$ cat src/rtl/pilha_pkg.sv
// Shared constants for the operand stack and the control unit that drives it.
package pilha_pkg;

  localparam int unsigned WIDTH = 16;
  localparam int unsigned DEPTH = 16;
  localparam int unsigned PTR_W = 5;

  // wren encoding
  localparam logic OP_POP  = 1'b0;
  localparam logic OP_PUSH = 1'b1;

  // controle encoding (push source)
  localparam logic SRC_DADO = 1'b0;
  localparam logic SRC_ULA  = 1'b1;

endpackage

$ cat src/rtl/pilha_mem.sv
// Stack storage: one synchronous write port, two combinational read ports.
module pilha_mem #(
  parameter int unsigned WIDTH = 16,
  parameter int unsigned DEPTH = 16,
  parameter int unsigned AW    = $clog2(DEPTH)
) (
  input  logic             i_clk,
  input  logic             i_we,
  input  logic [AW-1:0]    i_waddr,
  input  logic [WIDTH-1:0] i_wdata,
  input  logic [AW-1:0]    i_raddr_a,
  input  logic [AW-1:0]    i_raddr_b,
  output logic [WIDTH-1:0] o_rdata_a,
  output logic [WIDTH-1:0] o_rdata_b
);

  logic [WIDTH-1:0] r_mem [DEPTH];

  // Array is never reset; contents past the stack pointer are don't-care.
  always_ff @(posedge i_clk) begin
    if (i_we) begin
      r_mem[i_waddr] <= i_wdata;
    end
  end

  assign o_rdata_a = r_mem[i_raddr_a];
  assign o_rdata_b = r_mem[i_raddr_b];

endmodule

$ cat src/rtl/pilha_lifo.sv
// LIFO operand stack with empty/full status and sticky overflow/underflow errors.
module pilha_lifo #(
  parameter int unsigned WIDTH = pilha_pkg::WIDTH,
  parameter int unsigned DEPTH = pilha_pkg::DEPTH,
  parameter int unsigned PTR_W = pilha_pkg::PTR_W
) (
  input  logic             clock,
  input  logic             reset,
  input  logic             enable,
  input  logic             wren,
  input  logic             controle,
  input  logic [WIDTH-1:0] data_in,
  input  logic [WIDTH-1:0] ula_in,
  output logic [WIDTH-1:0] data_out,
  output logic [WIDTH-1:0] topo,
  output logic [PTR_W-1:0] count,
  output logic             vazio,
  output logic             cheio,
  output logic             erro_overflow,
  output logic             erro_underflow
);

  import pilha_pkg::*;

  localparam int unsigned AW = $clog2(DEPTH);

  logic [PTR_W-1:0] r_sp;
  logic [WIDTH-1:0] r_data_out;
  logic [WIDTH-1:0] r_topo;
  logic             r_ovf;
  logic             r_unf;

  logic             w_vazio;
  logic             w_cheio;
  logic             w_push;
  logic             w_pop;
  logic             w_push_ok;
  logic             w_pop_ok;
  logic [WIDTH-1:0] w_push_val;
  logic [AW-1:0]    w_addr_m1;
  logic [AW-1:0]    w_addr_m2;
  logic [WIDTH-1:0] w_rd_m1;
  logic [WIDTH-1:0] w_rd_m2;

  assign w_vazio    = (r_sp == '0);
  assign w_cheio    = (r_sp == PTR_W'(DEPTH));
  assign w_push     = enable && (wren == OP_PUSH);
  assign w_pop      = enable && (wren == OP_POP);
  assign w_push_ok  = w_push && !w_cheio;
  assign w_pop_ok   = w_pop && !w_vazio;
  assign w_push_val = (controle == SRC_ULA) ? ula_in : data_in;

  // Wrap modulo DEPTH is harmless: these reads are only used when sp is large enough.
  assign w_addr_m1 = r_sp[AW-1:0] - AW'(1);
  assign w_addr_m2 = r_sp[AW-1:0] - AW'(2);

  pilha_mem #(
    .WIDTH (WIDTH),
    .DEPTH (DEPTH),
    .AW    (AW)
  ) u_mem (
    .i_clk     (clock),
    .i_we      (w_push_ok),
    .i_waddr   (r_sp[AW-1:0]),
    .i_wdata   (w_push_val),
    .i_raddr_a (w_addr_m1),
    .i_raddr_b (w_addr_m2),
    .o_rdata_a (w_rd_m1),
    .o_rdata_b (w_rd_m2)
  );

  // Stack pointer, output registers and sticky error flags.
  always_ff @(posedge clock) begin
    if (reset) begin
      r_sp       <= '0;
      r_data_out <= '0;
      r_topo     <= '0;
      r_ovf      <= 1'b0;
      r_unf      <= 1'b0;
    end else begin
      if (w_push_ok) begin
        r_sp   <= r_sp + PTR_W'(1);
        r_topo <= w_push_val;
      end else if (w_pop_ok) begin
        r_sp       <= r_sp - PTR_W'(1);
        r_data_out <= w_rd_m1;
        r_topo     <= (r_sp >= PTR_W'(2)) ? w_rd_m2 : '0;
      end
      if (w_push && w_cheio) begin
        r_ovf <= 1'b1;
      end
      if (w_pop && w_vazio) begin
        r_unf <= 1'b1;
      end
    end
  end

  assign data_out       = r_data_out;
  assign topo           = r_topo;
  assign count          = r_sp;
  assign vazio          = w_vazio;
  assign cheio          = w_cheio;
  assign erro_overflow  = r_ovf;
  assign erro_underflow = r_unf;

endmodule

$ cat config.mk
export PLATFORM = sky130hd
export DESIGN_NAME = pilha_lifo
export DESIGN_NICKNAME = d
export VERILOG_FILES = /design/src/rtl/pilha_pkg.sv /design/src/rtl/pilha_mem.sv /design/src/rtl/pilha_lifo.sv
export SDC_FILE = /design/constraint.sdc
export NUM_CORES = 1
export LEC_CHECK = 0
export CORE_MARGIN = 2
export CORE_UTILIZATION = 30
export DETAILED_ROUTE_END_ITERATION = 8
export PLACE_DENSITY = 0.45
export SLEW_MARGIN = 20
export SYNTH_ARGS = -nofsm -noshare
export SYNTH_HDL_FRONTEND = slang
export SYNTH_SLANG_ARGS = --single-unit
$ cat constraint.sdc
create_clock -name clock -period 3.5 [get_ports clock]
set_input_delay 0.7 -clock clock [delete_from_list [all_inputs] [get_ports clock]]
set_output_delay 0.7 -clock clock [all_outputs]
set_load 0.005 [all_outputs]
==> run_results.csv, run 1 <==
group,metric,value,unit
status,outcome,"completed",
placed_design,place_congestion,0.7505,
route,ant_nets,0,
route,routedWlPerCell,25.99,um
die,die_h,218.1,um
layout,fin_util,36.43,%
logic_synthesis,ys_seq_area_share,61.56,%
timing,finalMaxSlewViolations,0,
timing,worstMarginPinSlew,0.9976,ns
logic_synthesis,synth.area.top_cells,"edfxtp_1 56%, mux4_2 21%, dfxtp_1 5.7%, nand2_1 3.0%, mux2_2 1.9%",
clock_tree,ctsResizeCount,0,
setup_path,cp_common_cell,"inv_1",
setup_path,start_kind,"register",
clock_tree,clock-sinks,295,
logic_synthesis,ys_seq_elements,295,
setup_path,cp_slowest_cell,"or4b_4",
route,route.detailed.drc,0,
grt,antenna_found_initial,0,
logic_synthesis,syn_inst,784,
placed_design,io_buffer_count,77,
clock_tree,path_clk_slew,0.06,ns
min_path,worstHoldPathType,"reg -> reg",
layout,final_common_cell,"edfxtp_1",
route,num_vias,7914,
timing,max_freq,314.5,MHz
pwr,vdd_drop_max,0.8092,mV
die,start_util,30.38,%
die,rows,78,
clock_tree,hold_buffers,0,
clock_tree,clk_latency,0.53,ns
logic_synthesis,yosysTopAreaCellShare,55.89,%
layout,area_growth,19.91,%
grt,overflow,0,
setup_path,critPathKind,"reg -> out",
pwr,p_clk_share,25.0,%
timing,hold_viol_final,0,
timing,rsz0062_at_grt,"no",
placed_design,hpwl,25.29,mm
grt,grt_usage,16.90,%
clock_tree,cts_made_buffers,35,
pwr,power.density,849.0,mW/mm^2
timing,skew,0.01732,ns
setup_path,critical_path_arrival,2.48,ns
layout,drive_gt1_share,31.09,%
timing,period_minus_slack,3.180,ns
setup_path,required,2.80,ns
setup_path,path_buf_inv,3,
setup_path,cp_slowest_stage_delay,0.50,ns
pwr,p_comb_share,44.2,%
timing,finalCritPeriodShare,90.86,%
layout,fill_cells,4286,
logic_synthesis,netlist_area,0.01376,mm^2
clock_tree,cts.path.max_buffers,3,
setup_path,end_kind,"output pin",
clock_tree,cts_setup_buffers,0,
logic_synthesis,synth_top_cell_by_area,"edfxtp_1",
timing,relSlewSlack,33.49,%
die,core_area,0.04528,mm^2
route,drt-initial-drc-count,745,
pwr,p_sw_share,35.21,%
pwr,power_frac_seq,30.8,%
route,dr.pass1.iters,5,
grt,grt_max_degree,130,
logic_synthesis,syn_avg_cell_area,17.55,um^2
setup_path,cp_cell_sequence,"inv_1 -> ha_4 -> or4b_4 -> inv_1 -> clkdlybuf4s50_1",
timing,fin_setup_tns,0,ns
layout,final_cell_mix,"256 x edfxtp_1, 128 x mux4_2, 109 x nand2_1, 76 x clkdlybuf4s50_1",
clock_tree,clock_tree.root_cell,"clkbuf_16",
grt,grt_pass1_wl,57.93,mm
clock_tree,htree_levels,2,
timing,setup_viol,0,
flow_run,max-cap-violations,0,
logic_synthesis,yosysWarnings,0,
die,die_area,0.04758,mm^2
setup_path,path_delay_family,"buffers and inverters",
die,io_pins,78,
die,dieWidth,218.1,um
logic_synthesis,synth_cell_types,46,
logic_synthesis,synthesis.nets,831,
route,wirelength,39.19,mm
layout,nNetsFinal,928,
grt,grt_pass1_vias,8079,
route,avgViaCountPerCell,5.248,
clock_tree,cts_tree,"built",
pwr,power.switching,4931,uW
setup_path,worstPathMaxFanout,6,
pwr,p_int,9073,uW
pwr,p_leak,0.005255,uW
## power by group through the flow
stage          clock network [uW]  logic (uW)  registers (uW)
2_1_floorplan                   0        4300            4330
3_3_place_gp                    0        6290            4390
3_5_place_dp                    0        6250            4390
4_1_cts                      3590        6280            4320
5_1_grt                      3730        6700            4340
6_report                     3500        6190            4310
## layer usage
layer	vias up	global-route usage, %	routed length, um
li1	3410	-	-
met1	4224	25.20	18200
met2	251	25.76	18080
met3	29	3.006	2372
met4	0	3.605	538
met5	-	0	0
## cell usage after synthesis, drive strengths merged
| cell type | count |
|---|---|
| fa | 1 |
| nor3 | 4 |
| mux2i | 19 |
| xor2 | 6 |
| a21o | 2 |
| a21oi | 4 |
| and2 | 2 |
| nand2 | 110 |
| ha | 9 |
| clkbuf | 13 |
| xnor2 | 4 |
| inv | 5 |
| edfxtp | 256 |
| nor2b | 2 |
| o221ai | 16 |
| a32o | 14 |
| o21ai | 2 |
| a22o | 2 |
| a211oi | 1 |
| buf | 42 |
| nand3 | 28 |
| a31oi | 2 |
| dfxtp | 39 |
| a32oi | 2 |
| nand2b | 2 |
| mux4 | 128 |
| and3 | 1 |
| or4b | 1 |
| a22oi | 18 |
| nor2 | 25 |
| nor3b | 1 |
| mux2 | 23 |
## final cells by class
cell class	count	area [um^2]	share of cell area (%)
Multi-Input combinational cell	429	5031	30.50
Inverter	5	18.77	0.1138
Antenna cell	1	2.502	0.01517
Clock inverter	14	93.84	0.5689
Timing Repair Buffer	115	1114	6.751
Clock buffer	49	1011	6.129
Tap cell	600	750.7	4.551
Sequential cell	295	8473	51.37
## registers in the layout, indices dropped and copies added, names as in the netlist
| signal | flops |
|---|---|
| erro_underflow | 1 |
| topo | 16 |
| erro_overflow | 1 |
| count | 5 |
| u_mem.r_mem | 256 |
| data_out | 16 |
## cell families (layout without fill, tap and decap cells)
group,count (synthesis),after routing,synth area share [%]
DFF,295,295,61.56
and+or+nand+nor,176,176,5.585
muxes,170,170,24.22
AOI/OAI and AO/OA,63,63,4.284
buffers and inverters,60,183,2.638
adders and majority gates,10,10,0.9642
xor gates and xnor gates,10,10,0.7459
other,0,1,0
## path summary, 6_finish.rpt
kind	depth (start not counted)	slack, ns	to	start
setup / recovery	5	0.32	vazio	count[0]
hold reg to reg	1	0.47	data_out[10]	data_out[10]
setup reg to reg	8	0.87	data_out[3]	count[0]
hold / removal	1	0.47	data_out[10]	data_out[10]
## metrics by stage
stage | instance area [um^2] | hold WS (ns) | total power (uW) | instances | setup slack, ns
finish | 16490 | 0.4713 | 14000 | 1508 | 0.3198
global route | 16490 | 0.4971 | 14770 | 1507 | 0.2599
CTS | 16490 | 0.4783 | 14190 | 1507 | 0.3037
detailed placement | 15390 | 0.4638 | 10630 | 1444 | 0.4822
global placement | 15390 | 0.4575 | 10680 | 1444 | 0.4957
floorplan | 13770 | 0.4604 | 8633 | 784 | 0.3040
Note: power is estimated with default switching activity, not from simulation.
==> run 2: changes to the inputs <==
--- a/config.mk
+++ b/config.mk
@@ -6,9 +6,10 @@
 export NUM_CORES = 1
 export LEC_CHECK = 0
 export CORE_MARGIN = 2
-export CORE_UTILIZATION = 30
+export CORE_UTILIZATION = 54
 export DETAILED_ROUTE_END_ITERATION = 8
-export PLACE_DENSITY = 0.45
+export HOLD_SLACK_MARGIN = 0.15
+export PLACE_DENSITY = 0.74
 export SLEW_MARGIN = 20
 export SYNTH_ARGS = -nofsm -noshare
 export SYNTH_HDL_FRONTEND = slang
==> run 2 against run 1 <==
Net effect:
- first-iteration DRC count is 63% higher
- clock power is 6.9% lower
- sequential cell count is the same
- via count up 3.1%
- count of clock-buffer cells in the layout is 14 lower
- sequential power about the same
- total power fell by 3.6%
- maximum frequency fell by 1.8%
- sequential share of layout area grew 1.6 points
- critical endpoint unchanged
- largest power group unchanged
==> run_results.csv, run 2 (synthesis gave the netlist of run 1 again) <==
group,metric,value,unit
status,outcome,"completed",
grt,overflow,0,
clock_tree,clock_tree.root_cell,"clkbuf_16",
clock_tree,path_clk_slew,0.07,ns
pwr,power.switching,4581,uW
die,die_area,0.02677,mm^2
timing,max_freq,308.6,MHz
route,dr.pass1.iters,5,
route,avgViaCountPerCell,6.642,
placed_design,io_buffer_count,77,
layout,ff_latch_area,0.008473,mm^2
die,die_h,163.6,um
timing,relSlewSlack,31.87,%
route,wirelength,33.33,mm
layout,final_common_cell,"edfxtp_1",
min_path,hold_start,"erro_underflow",
timing,worstMarginPinSlew,1.022,ns
timing,hold_viol_final,0,
setup_path,start_kind,"register",
grt,grt_usage,25.52,%
setup_path,critical_path_arrival,2.54,ns
layout,top_register,"u_mem.r_mem",
clock_tree,hold_buffers,0,
timing,fin_setup_tns,0,ns
grt,antenna_found_initial,0,
pwr,power_frac_seq,32.0,%
die,io_pins,78,
route,drt-initial-drc-count,1218,
pwr,power.density,843.5,mW/mm^2
die,start_util,54.78,%
clock_tree,clock-sinks,295,
setup_path,worstPathMaxFanout,11,
layout,fill_cells,1758,
grt,grt_pass1_vias,8213,
clock_tree,cts.path.max_buffers,3,
placed_design,place_congestion,0.8570,
pwr,p_sw_share,33.94,%
placed_design,hpwl,21.45,mm
setup_path,r2r_start,"count[2]",
layout,final_cell_mix,"256 x edfxtp_1, 128 x mux4_2, 109 x nand2_1, 77 x clkdlybuf4s50_1",
layout,multiInputGateArea,0.005011,mm^2
timing,period_minus_slack,3.240,ns
pwr,p_leak,0.005197,uW
setup_path,end_kind,"output pin",
pwr,p_clk_share,24.1,%
timing,skew,0.01020,ns
timing,rsz0062_at_grt,"no",
timing,setup_viol,0,
layout,n_antenna_cell,0,
timing,finalCritPeriodShare,92.57,%
setup_path,cp_cell_sequence,"inv_2 -> ha_4 -> or4b_4 -> inv_1 -> clkdlybuf4s50_1",
clock_tree,htree_levels,1,
pwr,p_int,8914,uW
route,route.detailed.drc,0,
grt,grt_pass1_wl,50.09,mm
setup_path,cp_slowest_stage_delay,0.51,ns
layout,largest_reg_flops,256,
layout,nNetsFinal,923,
clock_tree,clk_latency,0.54,ns
layout,drive_gt1_share,30.96,%
pwr,vdd_drop_max,1.096,mV
timing,finalMaxSlewViolations,0,
route,routedWlPerCell,27.14,um
clock_tree,ctsResizeCount,0,
clock_tree,cts_setup_buffers,0,
route,num_vias,8156,
die,dieWidth,163.6,um
setup_path,crit_start,"count[1]",
die,core_area,0.02511,mm^2
pwr,p_comb_share,43.8,%
grt,grt_max_degree,130,
die,rows,58,
setup_path,critPathKind,"reg -> out",
min_path,worstHoldPathType,"reg -> reg",
clock_tree,cts_made_buffers,29,
clock_tree,cts_tree,"built",
setup_path,cp_slowest_cell,"or4b_4",
pwr,total_power,13490,uW
setup_path,required,2.80,ns
layout,area_growth,16.30,%
flow_run,max-cap-violations,0,
route,ant_nets,0,
[run 2: cell count changes in the layout (fill, tap and decap cells not counted), moves of 3 or more]
cell,before,now
clkbuf_16,37,29
bufinv_16,1,6
clkinv_1,8,3
buf_4,33,37
clkbuf_8,4,0
clkinv_2,2,6
buf_12,5,2
[run 2: area by class of cell]
cell class | instances | share of cell area [%]
Clock buffer | 35 | 4.677
Sequential cell | 295 | 52.96
Tap cell | 330 | 2.581
Clock inverter | 18 | 1.533
Multi-Input combinational cell | 429 | 31.32
Inverter | 5 | 0.1173
Timing Repair Buffer | 116 | 6.804
[run 2: critical path: cells and delay by family (launching register included)]
family | cells | cell delay, ns
AND/OR/NAND/NOR | 1 | 0.51
flip-flops | 1 | 0.32
adder cells (fa/ha/maj) | 1 | 0.25
buffers and inverters | 3 | 0.91
[run 2: routing by layer]
| metal | up-vias | global-route usage (%) | routed length, um |
|---|---|---|---|
| met5 | - | 0 | 0 |
| li1 | 3395 | - | - |
| met2 | 454 | 40.45 | 16090 |
| met4 | 0 | 7.656 | 816 |
| met1 | 4240 | 36.59 | 13150 |
| met3 | 67 | 4.749 | 3269 |
[run 2: per-stage QoR]
step / setup slack [ns] / hold slack [ns] / cells / util [%] / area (um^2)
6_report: 0.2600 / 0.4775 / 1228 / 63.71 / 16000
4_1_cts: 0.2311 / 0.4762 / 1228 / 63.71 / 16000
3_3_place_gp: 0.5589 / 0.4577 / 1175 / 59.76 / 15000
5_1_grt: 0.1546 / 0.4917 / 1228 / 63.71 / 16000
3_5_place_dp: 0.4922 / 0.4611 / 1175 / 59.76 / 15000
2_1_floorplan: 0.3040 / 0.4604 / 784 / - / 13770
[run 2: worst paths after layout]
| path | endpoint | slack [ns] | cells after the start |
|---|---|---|---|
| setup / recovery | vazio | 0.26 | 5 |
| hold / removal | erro_underflow | 0.48 | 2 |
| setup reg to reg | topo[9] | 0.73 | 8 |
| hold reg to reg | erro_underflow | 0.48 | 2 |
[run 2: power groups by stage]
stage          logic [uW]  clock network, uW  registers (uW)
3_5_place_dp         5880                  0            4390
5_1_grt              6320               3430            4340
4_1_cts              5930               3290            4320
6_report             5920               3260            4320
3_3_place_gp         5770                  0            4380
2_1_floorplan        4300                  0            4330
==> run 3: changes to the inputs <==
--- a/config.mk
+++ b/config.mk
@@ -9,6 +9,7 @@
 export CORE_UTILIZATION = 54
 export DETAILED_ROUTE_END_ITERATION = 8
 export HOLD_SLACK_MARGIN = 0.15
+export MAX_ROUTING_LAYER = met4
 export PLACE_DENSITY = 0.74
 export SLEW_MARGIN = 20
 export SYNTH_ARGS = -nofsm -noshare
==> run 3 against run 2 <==
Net effect:
- sequential cell count unchanged
- clock power about the same
- cell area unchanged
- sequential power about the same
==> run_results.csv, run 3 (synthesis gave the netlist of run 1 again) <==
group,metric,value,unit
setup_path,critical_path_arrival,2.54,ns
clock_tree,cts_tree,"built",
layout,n_antenna_cell,0,
layout,fill_cells,1758,
setup_path,required,2.80,ns
grt,grt_pass1_wl,50.08,mm
grt,grt_max_degree,130,
timing,holdWs,0.4775,ns
route,wirelength,33.33,mm
placed_design,place_inst,1175,
clock_tree,clk_latency,0.54,ns
route,dr.pass1.iters,6,
die,core_area,0.02511,mm^2
route,num_vias,8097,
clock_tree,ctsResizeCount,0,
timing,max_freq,308.7,MHz
clock_tree,clock_tree.root_cell,"clkbuf_16",
route,avgViaCountPerCell,6.594,
pwr,vdd_drop_max,1.104,mV
grt,grt_pass1_vias,8199,
status,outcome,"completed",
die,die_h,163.6,um
grt,overflow,0,
layout,largest_reg_flops,256,
clock_tree,cts.path.max_buffers,3,
placed_design,io_buffer_count,77,
timing,fin_setup_tns,0,ns
die,rows,58,
placed_design,place_congestion,0.8707,
setup_path,path_delay_family,"buffers and inverters",
setup_path,end_kind,"output pin",
min_path,worstHoldPathType,"reg -> reg",
layout,multiInputGateArea,0.005011,mm^2
route,routedWlPerCell,27.14,um
die,dieWidth,163.6,um
flow_run,max-cap-violations,0,
setup_path,cp_slowest_cell,"or4b_4",
setup_path,start_kind,"register",
placed_design,place_ws,0.4922,ns
layout,nNetsFinal,923,
timing,period_minus_slack,3.239,ns
timing,setup_viol,0,
setup_path,path_buf_inv,3,
timing,relSlewSlack,31.82,%
layout,final_cell_mix,"256 x edfxtp_1, 128 x mux4_2, 109 x nand2_1, 77 x clkdlybuf4s50_1",
grt,antenna_found_initial,0,
layout,top_register,"u_mem.r_mem",
timing,worstMarginPinSlew,1.023,ns
timing,finalMaxSlewViolations,0,
clock_tree,htree_levels,1,
layout,ff_latch_area,0.008473,mm^2
route,drt-initial-drc-count,1199,
timing,finalCritPeriodShare,92.55,%
layout,drive_gt1_share,30.96,%
die,start_util,54.78,%
grt,grt_usage,26.32,%
layout,layout.cells.non_filler,1228,
setup_path,worstPathMaxFanout,11,
layout,final_common_cell,"edfxtp_1",
pwr,power.density,844.0,mW/mm^2
clock_tree,cts_made_buffers,29,
clock_tree,path_clk_slew,0.06,ns
route,ant_nets,0,
setup_path,cp_cell_sequence,"inv_2 -> ha_4 -> or4b_4 -> inv_1 -> clkdlybuf4s50_1",
die,io_pins,78,
timing,hold_viol_final,0,
setup_path,cp_slowest_stage_delay,0.51,ns
clock_tree,clock-sinks,295,
route,route.detailed.drc,0,
clock_tree,cts_setup_buffers,0,
timing,rsz0062_at_grt,"no",
timing,layout_setup_ws,0.2607,ns
layout,area_growth,16.30,%
die,die_area,0.02677,mm^2
placed_design,hpwl,21.45,mm
clock_tree,hold_buffers,0,
pwr,p_leak,0.005197,uW
timing,skew,0.008362,ns
setup_path,critPathKind,"reg -> out",
-- run 3: path summary, 6_finish.rpt --
check | from | to | slack, ns | cells after the start
min | erro_underflow | erro_underflow | 0.48 | 2
max reg2reg | count[2] | topo[7] | 0.69 | 8
max | count[1] | vazio | 0.26 | 5
min reg2reg | erro_underflow | erro_underflow | 0.48 | 2
-- run 3: worst min-delay path, stage by stage, from the launching register on --
cell,delay (ns)
dfxtp_1,0.33
a21oi_1,0.04
nor2_1,0.07
-- run 3: area by class of cell --
cell class	count	share of cell area (%)
inverters	5	0.1173
well taps	330	2.581
multi-input cells	429	31.32
clock buffers	35	4.677
flip-flops and latches	295	52.96
repair buffers	116	6.804
clock inverters	18	1.533
-- run 3: metrics by stage --
step	power [uW]	area (um^2)	util [%]
CTS	13530	16000	63.71
global placement	10140	15000	59.76
detailed placement	10270	15000	59.76
floorplan	8633	13770	-
global route	14100	16000	63.71
finish	13500	16000	63.71
-- run 3: power breakdown --
group	internal, uW	total, uW	switching, uW	leakage, uW
clock network	1960	3270	1300	0.000482
logic	2820	5910	3090	0.00209
registers	4130	4320	194	0.00263
total	8910	13500	4590	0.00520
-- run 3: metal layers --
layer	vias to the layer above	track usage [%]	wire length, um
met5	-	-	0
met4	0	7.656	870
met3	69	4.799	3441
met2	479	40.28	15890
met1	4151	36.77	13130
li1	3398	-	-
